**config.mk**
```make
export PLATFORM = sky130hd
export DESIGN_NAME = tri_area_arbiter
export DESIGN_NICKNAME = d
export VERILOG_FILES = /design/src/rtl/tri_area_arbiter.sv
export SDC_FILE = /design/constraint.sdc
export NUM_CORES = 1
export LEC_CHECK = 0
export ABC_AREA = 1
export ABC_CLOCK_PERIOD_IN_PS = 2400
export CAP_MARGIN = 20
export CORE_AREA = 2 2 154 156
export DETAILED_ROUTE_END_ITERATION = 6
export DIE_AREA = 0 0 156 158
export GPL_ROUTABILITY_DRIVEN = 0
export GPL_TIMING_DRIVEN = 0
export PLACE_DENSITY = 0.69
export SYNTH_ARGS = -nofsm -noshare
export SYNTH_HDL_FRONTEND = slang
export SYNTH_SLANG_ARGS = --single-unit
```
**constraint.sdc**
```tcl
create_clock -name clk -period 2.4 [get_ports clk]
set_input_delay 0.48 -clock clk [delete_from_list [all_inputs] [get_ports clk]]
set_output_delay 0.48 -clock clk [all_outputs]
set_load 0.02 [all_outputs]
```
**src/rtl/tri_area_arbiter.sv**
```systemverilog
// Round-robin arbiter sharing one triangle-area unit among NREQ requesters.
// Latency: request to ack is L+2 cycles for an area unit of latency L; one op per L+3 cycles.
// Backpressure: req is held until ack; TRI_ARB_TIMEOUT_EN adds a WAIT watchdog with abort.
module tri_area_arbiter #(
    parameter int NREQ    = 4,
    parameter int W       = 11,
    parameter int AW      = 24,
    parameter int TIMEOUT = 64
) (
    input  logic                   clk,
    input  logic                   rst,
    input  logic [NREQ-1:0]        req,
    input  logic [NREQ*6*W-1:0]    req_pts,
    output logic [NREQ-1:0]        ack,
    output logic [AW-1:0]          rsp_area,
    output logic [2:0]             rsp_id,
    output logic                   rsp_err,
    output logic                   busy,
    output logic                   au_start,
    output logic [6*W-1:0]         au_pts,
    input  logic                   au_done,
    input  logic [AW-1:0]          au_area,
    output logic                   au_abort
);

    localparam int IW = (NREQ > 1) ? $clog2(NREQ) : 1;
    localparam int PW = 6 * W;
    localparam logic [NREQ-1:0] ONE = NREQ'(1);

    typedef enum logic [1:0] {
        S_IDLE,
        S_ISSUE,
        S_WAIT,
        S_RESP
    } state_t;

    state_t        state;
    logic [IW-1:0] ptr;
    logic [IW-1:0] grant;
    logic [IW-1:0] pick;
    logic          pick_vld;
    logic [IW:0]   idx;
    logic [IW-1:0] ptr_nxt;

`ifdef TRI_ARB_TIMEOUT_EN
    localparam int CW = (TIMEOUT > 2) ? $clog2(TIMEOUT) : 1;
    logic [CW-1:0] tmo_cnt;
`endif

    // First asserted request at or after ptr, wrapping past NREQ-1.
    always_comb begin
        pick_vld = 1'b0;
        pick     = '0;
        idx      = '0;
        for (int k = 0; k < NREQ; k++) begin
            idx = {1'b0, ptr} + (IW+1)'(k);
            if (idx >= (IW+1)'(NREQ))
                idx = idx - (IW+1)'(NREQ);
            if (!pick_vld && req[idx[IW-1:0]]) begin
                pick_vld = 1'b1;
                pick     = idx[IW-1:0];
            end
        end
    end

    assign ptr_nxt = (grant == IW'(NREQ - 1)) ? '0 : grant + IW'(1);

    always_ff @(posedge clk) begin
        if (rst) begin
            state    <= S_IDLE;
            ptr      <= '0;
            grant    <= '0;
            ack      <= '0;
            rsp_area <= '0;
            rsp_id   <= '0;
            busy     <= 1'b0;
            au_start <= 1'b0;
            au_pts   <= '0;
`ifdef TRI_ARB_TIMEOUT_EN
            rsp_err  <= 1'b0;
            au_abort <= 1'b0;
            tmo_cnt  <= '0;
`endif
        end else begin
            ack      <= '0;
            au_start <= 1'b0;
`ifdef TRI_ARB_TIMEOUT_EN
            au_abort <= 1'b0;
`endif
            case (state)
                S_IDLE: begin
                    if (pick_vld) begin
                        grant    <= pick;
                        au_pts   <= req_pts[pick*PW +: PW];
                        au_start <= 1'b1;
                        busy     <= 1'b1;
                        state    <= S_ISSUE;
                    end
                end
                S_ISSUE: begin
`ifdef TRI_ARB_TIMEOUT_EN
                    tmo_cnt <= '0;
`endif
                    state <= S_WAIT;
                end
                S_WAIT: begin
                    // A done in the final watchdog cycle still delivers a normal result.
                    if (au_done) begin
                        rsp_area <= au_area;
                        rsp_id   <= 3'(grant);
                        ack      <= ONE << grant;
`ifdef TRI_ARB_TIMEOUT_EN
                        rsp_err  <= 1'b0;
`endif
                        state    <= S_RESP;
                    end
`ifdef TRI_ARB_TIMEOUT_EN
                    else if (tmo_cnt == CW'(TIMEOUT - 1)) begin
                        rsp_area <= '0;
                        rsp_id   <= 3'(grant);
                        ack      <= ONE << grant;
                        rsp_err  <= 1'b1;
                        au_abort <= 1'b1;
                        state    <= S_RESP;
                    end else begin
                        tmo_cnt <= tmo_cnt + CW'(1);
                    end
`endif
                end
                S_RESP: begin
                    ptr   <= ptr_nxt;
                    busy  <= 1'b0;
                    state <= S_IDLE;
                end
                default: state <= S_IDLE;
            endcase
        end
    end

`ifndef TRI_ARB_TIMEOUT_EN
    assign rsp_err  = 1'b0;
    assign au_abort = 1'b0;
`endif

endmodule

```
==> results of run 1 <==
[state kept, by name (all words and copies together), names as in the netlist]
register / cells
rsp_id: 2
grant: 2
rsp_area: 24
ack: 4
busy: 1
au_start: 1
ptr: 2
state: 2
au_pts: 66
[worst max path at each step]
stage | start | endpoint | slack, ns
after CTS | req[1] | au_pts[59]$_SDFFE_PP0P_ | 0.06
after global routing | req[3] | au_pts[28]$_SDFFE_PP0P_ | 0.0008
after floorplan | req[3] | au_pts[10]$_SDFFE_PP0P_ | 0.56
after global placement | req[1] | au_pts[8]$_SDFFE_PP0P_ | -0.32
after detailed placement | req[1] | au_pts[63]$_SDFFE_PP0P_ | -0.32
final | req[3] | au_pts[7]$_SDFFE_PP0P_ | 0.15
[layer usage]
metal,GRT usage,vias to the layer above
li1,-,4401
met1,0.2648,3818
met2,0.4014,319
met3,0.05502,43
met4,0.07995,0
met5,0,-
[critical path, delay by kind of cell]
family                 cells  cell delay [ns]
buffers and inverters      5             0.95
AND/OR/NAND/NOR            9             1.07
[placed cells by master (no fill, tap or decap), types with 2 or more instances in the layout]
cell type        netlist  routed
a21oi_1                7       7
buf_2                 31      21
buf_4                 14      15
buf_6                  9       9
clkbuf_1              20      15
clkbuf_16              0       9
clkbuf_2               0       5
clkbuf_4               0       9
clkdlybuf4s50_1        0     392
clkinv_8               0       2
conb_1                 1       3
dfxtp_1              104     104
ha_1                   4       4
inv_1                144     144
inv_2                  6       6
inv_6                  0       3
nand2_1              417     416
nand2_2                7       6
nand2_4                3       4
nand3_1              149     149
nand3_2                4       4
nand3b_1              26      26
nor2_1               162     161
nor2_4                 3       3
nor3b_1                7       7
nor3b_2               20      19
o21ai_0               31      31
[metrics by stage]
step	instances	util	total power [µW]	setup WS, ns
6_report	1879	0.5056	12700	0.1452
5_1_grt	1879	0.5056	13740	0.0007634
4_1_cts	1877	0.5022	12690	0.05722
3_5_place_dp	1861	0.4882	11000	-0.3155
3_3_place_gp	1861	0.4882	10910	-0.3151
2_1_floorplan	1179	-	7788	0.5629
[power groups by stage]
stage / clock network (µW) / registers, µW / logic (µW)
6_report: 1640 / 2700 / 8360
5_1_grt: 1750 / 2770 / 9220
4_1_cts: 1680 / 2700 / 8310
3_5_place_dp: 0 / 2730 / 8270
3_3_place_gp: 0 / 2710 / 8200
2_1_floorplan: 0 / 3390 / 4400
[cell type report]
| cell class | count | share of cell area |
|---|---|---|
| Timing Repair Buffer | 393 | 0.3373 |
| Multi-Input combinational cell | 849 | 0.3353 |
| Sequential cell | 104 | 0.1786 |
| Inverter | 151 | 0.04863 |
| Buffer | 75 | 0.04111 |
| Tap cell | 290 | 0.03113 |
| Clock buffer | 9 | 0.01932 |
| Clock inverter | 7 | 0.008373 |
| Antenna cell | 1 | 0.0002147 |
[cells by family (layout without fill, tap and decap cells)]
kind of cell    after synthesis  in the layout  share of synthesized area
simple gates                800            800                     0.5161
fa+ha+maj                     4              4                   0.007191
other cells                   1              4                  0.0005388
compound gates               42             42                    0.03236
buf+inv                     226            635                     0.1447
flops                       104            104                     0.2991
[repair_timing]
item,in CTS,in global routing
setup endpoints to repair,0,63
gates resized for setup,0,29
setup buffers,0,1
==> impl_metrics.toml, run 1 <==
[power]
p_int_uw = 6609
power_density_nw_per_um2 = 1089
pwr-share-comb = 0.658
pwr-share-seq = 0.212
switchingPower_uw = 6088
peakVddDrop_mv = 0.6606
p_clk_frac = 0.129
switching_share = 0.4795
power.leakage_uw = 0.005669

[sta]
setup_viol_count_final = 0
holdWs_ns = 0.4821
slew_viol_final = 0
slew_headroom = 0.5273
clock_skew_ns = 0.01072
layout_min_cycle_time_ns = 2.255
fin_crit_sh = 0.9395
rsz0062_at_grt = "no"
max_freq_mhz = 443.5
fin_setup_tns_ns = 0
finalHoldViolCount = 0
tightestPinTransition_ns = 0.7090

[detailed_routing]
wl_met2_um = 14190
drc = 0
drt_wl_total_um = 28860
first_iter_violations = 435
route.met3.wl_um = 2244
via_per_inst = 4.567
wl_per_cell_um = 15.36
firstDrtPassIters = 4
wl_met1_um = 11700
detail-route-antenna-nets = 0
vias = 8581
highest_layer = "met4"

[clock_network]
htreeDepth = 3
cts_made_buffers = 9
cts_hold_buf = 0
clkLatencyLatePin_ns = 0.35
root_buffer = "clkbuf_16"
clk_pin_slew_ns = 0.08
cts_sinks = 104
tritoncts = "yes"
ctsLongestPathBuffers = 2

[grt]
grt_pass1_wl_um = 42670
grt_pass1_vias = 7994
antenna_found_initial = 1
grt_max_degree = 21
grt_overflow = 0
track_usage = 0.2258

[placed_design]
placed_cell_area_um2 = 11250
io_buffers = 392
dp_hpwl_um = 23470

[die]
dieArea_um2 = 24650
dieWidth_um = 156
initial_core_util = 0.3019
io_pins = 396
rows = 56
die-height_um = 158
core_area_um2 = 23050

[yosys]
synth_most_common_cell = "nand2_1"
yosysWarnings = 0
ys.flop_type = "dfxtp_1"
synthArstFlopShare = 0
synth-seq-cells = 104
syn_area_per_cell_um2 = 5.914
synth-seq-area-share = 0.2991
netlist_top_cells_count = "nand2_1, nor2_1, nand3_1, inv_1, dfxtp_1"
synth.area.top_cells = "dfxtp_1, nand2_1, nand3_1, nor2_1, inv_1"
yosys.area.top_type_share = 0.2991
yosysUniqueCellTypes = 29
synth_top_cell_by_area = "dfxtp_1"
netlist_area_um2 = 6960
synth_edf_count = 0
synth_cells = 1177

[setup_path]
reg2reg_from = "ptr[0]$_SDFFE_PP0P_"
worst-path-max-fanout = 10
start_kind = "input pin"
end_kind = "flip-flop"
reg2regPathDepth = 12
slowest_delay_ns = 0.48
r2r_setup_slack_ns = 0.23
required_ns = 2.65
rr_endpoint = "au_pts[7]$_SDFFE_PP0P_"
criticalPathCategory = "input pin to flip-flop"
crit_chain = "clkdlybuf4s50_1 > inv_1 > nand2_1 > nand3_1 > nand2_1 > inv_2 > nand3_2 > nand3_2 > nand2_4 > buf_8 > nand2_4 > buf_6 > nor3b_2 > nor2_1"
arrival_ns = 2.51
crit_slowest_cell = "clkdlybuf4s50_1"

[final_layout]
drive_gt1_frac = 0.07872
nets = 1882
register_area_um2 = 2082
design_area_um2 = 11660
n_fill_cell = 2349
multi_input_area_um2 = 3909
area_delta_synth_final_pct = 67.46

[worst_hold_path]
min_from = "rsp_id[1]$_SDFFE_PP0N_"
holdPathStages = 2
hold_class = "flip-flop to flip-flop"
min_to = "rsp_id[1]$_SDFFE_PP0N_"

[run]
cap_violations = 0

[status]
status = "finished clean"
(Power assumes the default switching activity.)
==> run 2: changes to the inputs <==
--- a/config.mk
+++ b/config.mk
@@ -8,12 +8,14 @@
 export ABC_AREA = 1
 export ABC_CLOCK_PERIOD_IN_PS = 2400
 export CAP_MARGIN = 20
-export CORE_AREA = 2 2 154 156
+export CORE_AREA = 2 2 152 154
+export CTS_BUF_LIST = sky130_fd_sc_hd__clkbuf_2
 export DETAILED_ROUTE_END_ITERATION = 6
-export DIE_AREA = 0 0 156 158
+export DIE_AREA = 0 0 154 156
 export GPL_ROUTABILITY_DRIVEN = 0
 export GPL_TIMING_DRIVEN = 0
-export PLACE_DENSITY = 0.69
+export PLACE_DENSITY = 0.71
+export REMOVE_ABC_BUFFERS = 1
 export SYNTH_ARGS = -nofsm -noshare
 export SYNTH_HDL_FRONTEND = slang
 export SYNTH_SLANG_ARGS = --single-unit
==> impl_metrics.toml, run 2 (synthesis results as in run 1) <==
[clock_network]
root_buffer = "clkbuf_2"
cts_hold_buf = 0
cts_made_buffers = 9
cts_sinks = 104
clkLatencyLatePin_ns = 0.67
htreeDepth = 3
clk_pin_slew_ns = 0.39
ctsLongestPathBuffers = 2
tritoncts = "yes"

[power]
power_uw = 12320
switching_share = 0.5185
pwr-share-comb = 0.706
power.leakage_uw = 0.005568
p_clk_frac = 0.076
power_density_nw_per_um2 = 1064
peakVddDrop_mv = 0.4301
p_int_uw = 5932
switchingPower_uw = 6388
pwr-share-seq = 0.219

[setup_path]
worst-path-max-fanout = 43
required_ns = 3.02
reg2regPathDepth = 15
criticalPathCategory = "flip-flop to flip-flop"
start_kind = "flip-flop"
reg2reg_from = "ptr[0]$_SDFFE_PP0P_"
arrival_ns = 2.90
rr_endpoint = "au_pts[17]$_SDFFE_PP0P_"
r2r_setup_slack_ns = 0.12
end_kind = "flip-flop"

[final_layout]
largest_reg_flops = 66
nets = 1844
layout_common_cells = "nand2_1, clkdlybuf4s50_1, nor2_1"
layout_commonest_cell = "nand2_1"
largest-register = "au_pts"
drive_gt1_frac = 0.07097
register_area_um2 = 2087
n_fill_cell = 2257
multi_input_area_um2 = 4118
top_regs = "au_pts x66, rsp_area x24, ack x4"
area_delta_synth_final_pct = 66.40

[detailed_routing]
drt_wl_total_um = 29520
detail-route-antenna-nets = 0
drc = 0
first_iter_violations = 601
via_per_inst = 4.670
firstDrtPassIters = 5
vias = 8574
wl_per_cell_um = 16.08

[die]
dieWidth_um = 154
io_pins = 396
rows = 55
core_area_um2 = 22370
die-height_um = 156
initial_core_util = 0.3112
dieArea_um2 = 24020

[sta]
fin_setup_tns_ns = 0
setup_viol_count_final = 0
rsz0062_at_grt = "no"
fin_crit_sh = 0.9510
layout_min_cycle_time_ns = 2.282
tightestPinTransition_ns = 0.8127
max_freq_mhz = 438.1
clock_skew_ns = 0.05908
slew_viol_final = 0
slew_headroom = 0.4573
finalHoldViolCount = 0

[grt]
antenna_found_initial = 1
grt_pass1_vias = 8165
grt_overflow = 0
track_usage = 0.2395
grt_max_degree = 44
grt_pass1_wl_um = 44610

[worst_hold_path]
min_to = "rsp_area[13]$_SDFFE_PP0N_"
hold_class = "input pin to flip-flop"
min_from = "au_area[13]"
holdPathStages = 3

[status]
status = "finished clean"

[placed_design]
io_buffers = 392
dp_hpwl_um = 18990

[run]
cap_violations = 0
-- run 2: power groups by stage --
stage / clock [µW] / sequential (µW) / combinational (µW)
2_1_floorplan: 0 / 3400 / 3860
3_3_place_gp: 0 / 2700 / 7530
3_5_place_dp: 0 / 2730 / 7600
4_1_cts: 973 / 2690 / 8620
5_1_grt: 1020 / 2770 / 9530
6_report: 932 / 2690 / 8700
-- run 2: repair_timing --
item | in CTS | in global routing
pin swaps | 9 | 2
setup buffers | 20 | 4
cloned | 10 | 0
gates resized for setup | 32 | 8
endpoints found under the setup margin | 99 | 63
-- run 2: worst max-delay path, cell delays in order (launching register included) --
cell,delay (ns)
dfxtp_4,0.48
inv_2,0.09
nand2_1,0.08
nand2_2,0.10
nand2_2,0.09
nand2_2,0.07
nor2_4,0.16
nand3_4,0.17
nand2_8,0.17
buf_4,0.14
buf_12,0.20
nand3_1,0.15
nand3_1,0.12
nand3_1,0.12
nand2_1,0.08
inv_1,0.03
-- run 2: final cells by class --
type,instances,area share
sequential,104,0.1802
inverter,151,0.05326
timing repair inverter,1,0.0007562
tap,285,0.03079
multi-input combinational,858,0.3555
clock buffer,9,0.003889
timing repair buffer,420,0.3686
antenna,1,0.0002161
clock inverter,7,0.006806
-- run 2: routing by layer --
layer / share of wire / global-route usage / vias up / routed length, µm
li1: - / - / 4327 / -
met1: 0.41 / 0.2935 / 3824 / 12200
met2: 0.48 / 0.4096 / 349 / 14160
met3: 0.067 / 0.04083 / 74 / 1970
met4: 0.040 / 0.1135 / 0 / 1195
met5: 0 / 0 / - / 0
-- run 2: worst max-delay path by stage --
stage,startpoint,end,slack [ns],depth (start not counted)
CTS,rst,au_pts[37]$_SDFFE_PP0P_,0.01,8
global placement,req[3],au_pts[14]$_SDFFE_PP0P_,-4.00,13
detailed placement,req[3],au_pts[16]$_SDFFE_PP0P_,-1.89,14
global route,ptr[0]$_SDFFE_PP0P_,au_pts[53]$_SDFFE_PP0P_,0.03,13
finish,ptr[0]$_SDFFE_PP0P_,au_pts[17]$_SDFFE_PP0P_,0.12,15
floorplan,ptr[0]$_SDFFE_PP0P_,au_pts[22]$_SDFFE_PP0P_,-1.59,12
-- run 2: through the flow --
step / utilization / worst slack (ns) / instances / cell area, µm² / hold slack, ns
4_1_cts: 0.5141 / 0.009642 / 1831 / 11500 / 0.2784
2_1_floorplan: - / -1.590 / 1104 / 6528 / 0.4468
6_report: 0.5179 / 0.1176 / 1836 / 11580 / 0.3532
5_1_grt: 0.5179 / 0.03274 / 1836 / 11580 / 0.2985
3_5_place_dp: 0.4871 / -1.889 / 1785 / 10890 / 0.4771
3_3_place_gp: 0.4832 / -3.997 / 1781 / 10810 / 0.4630
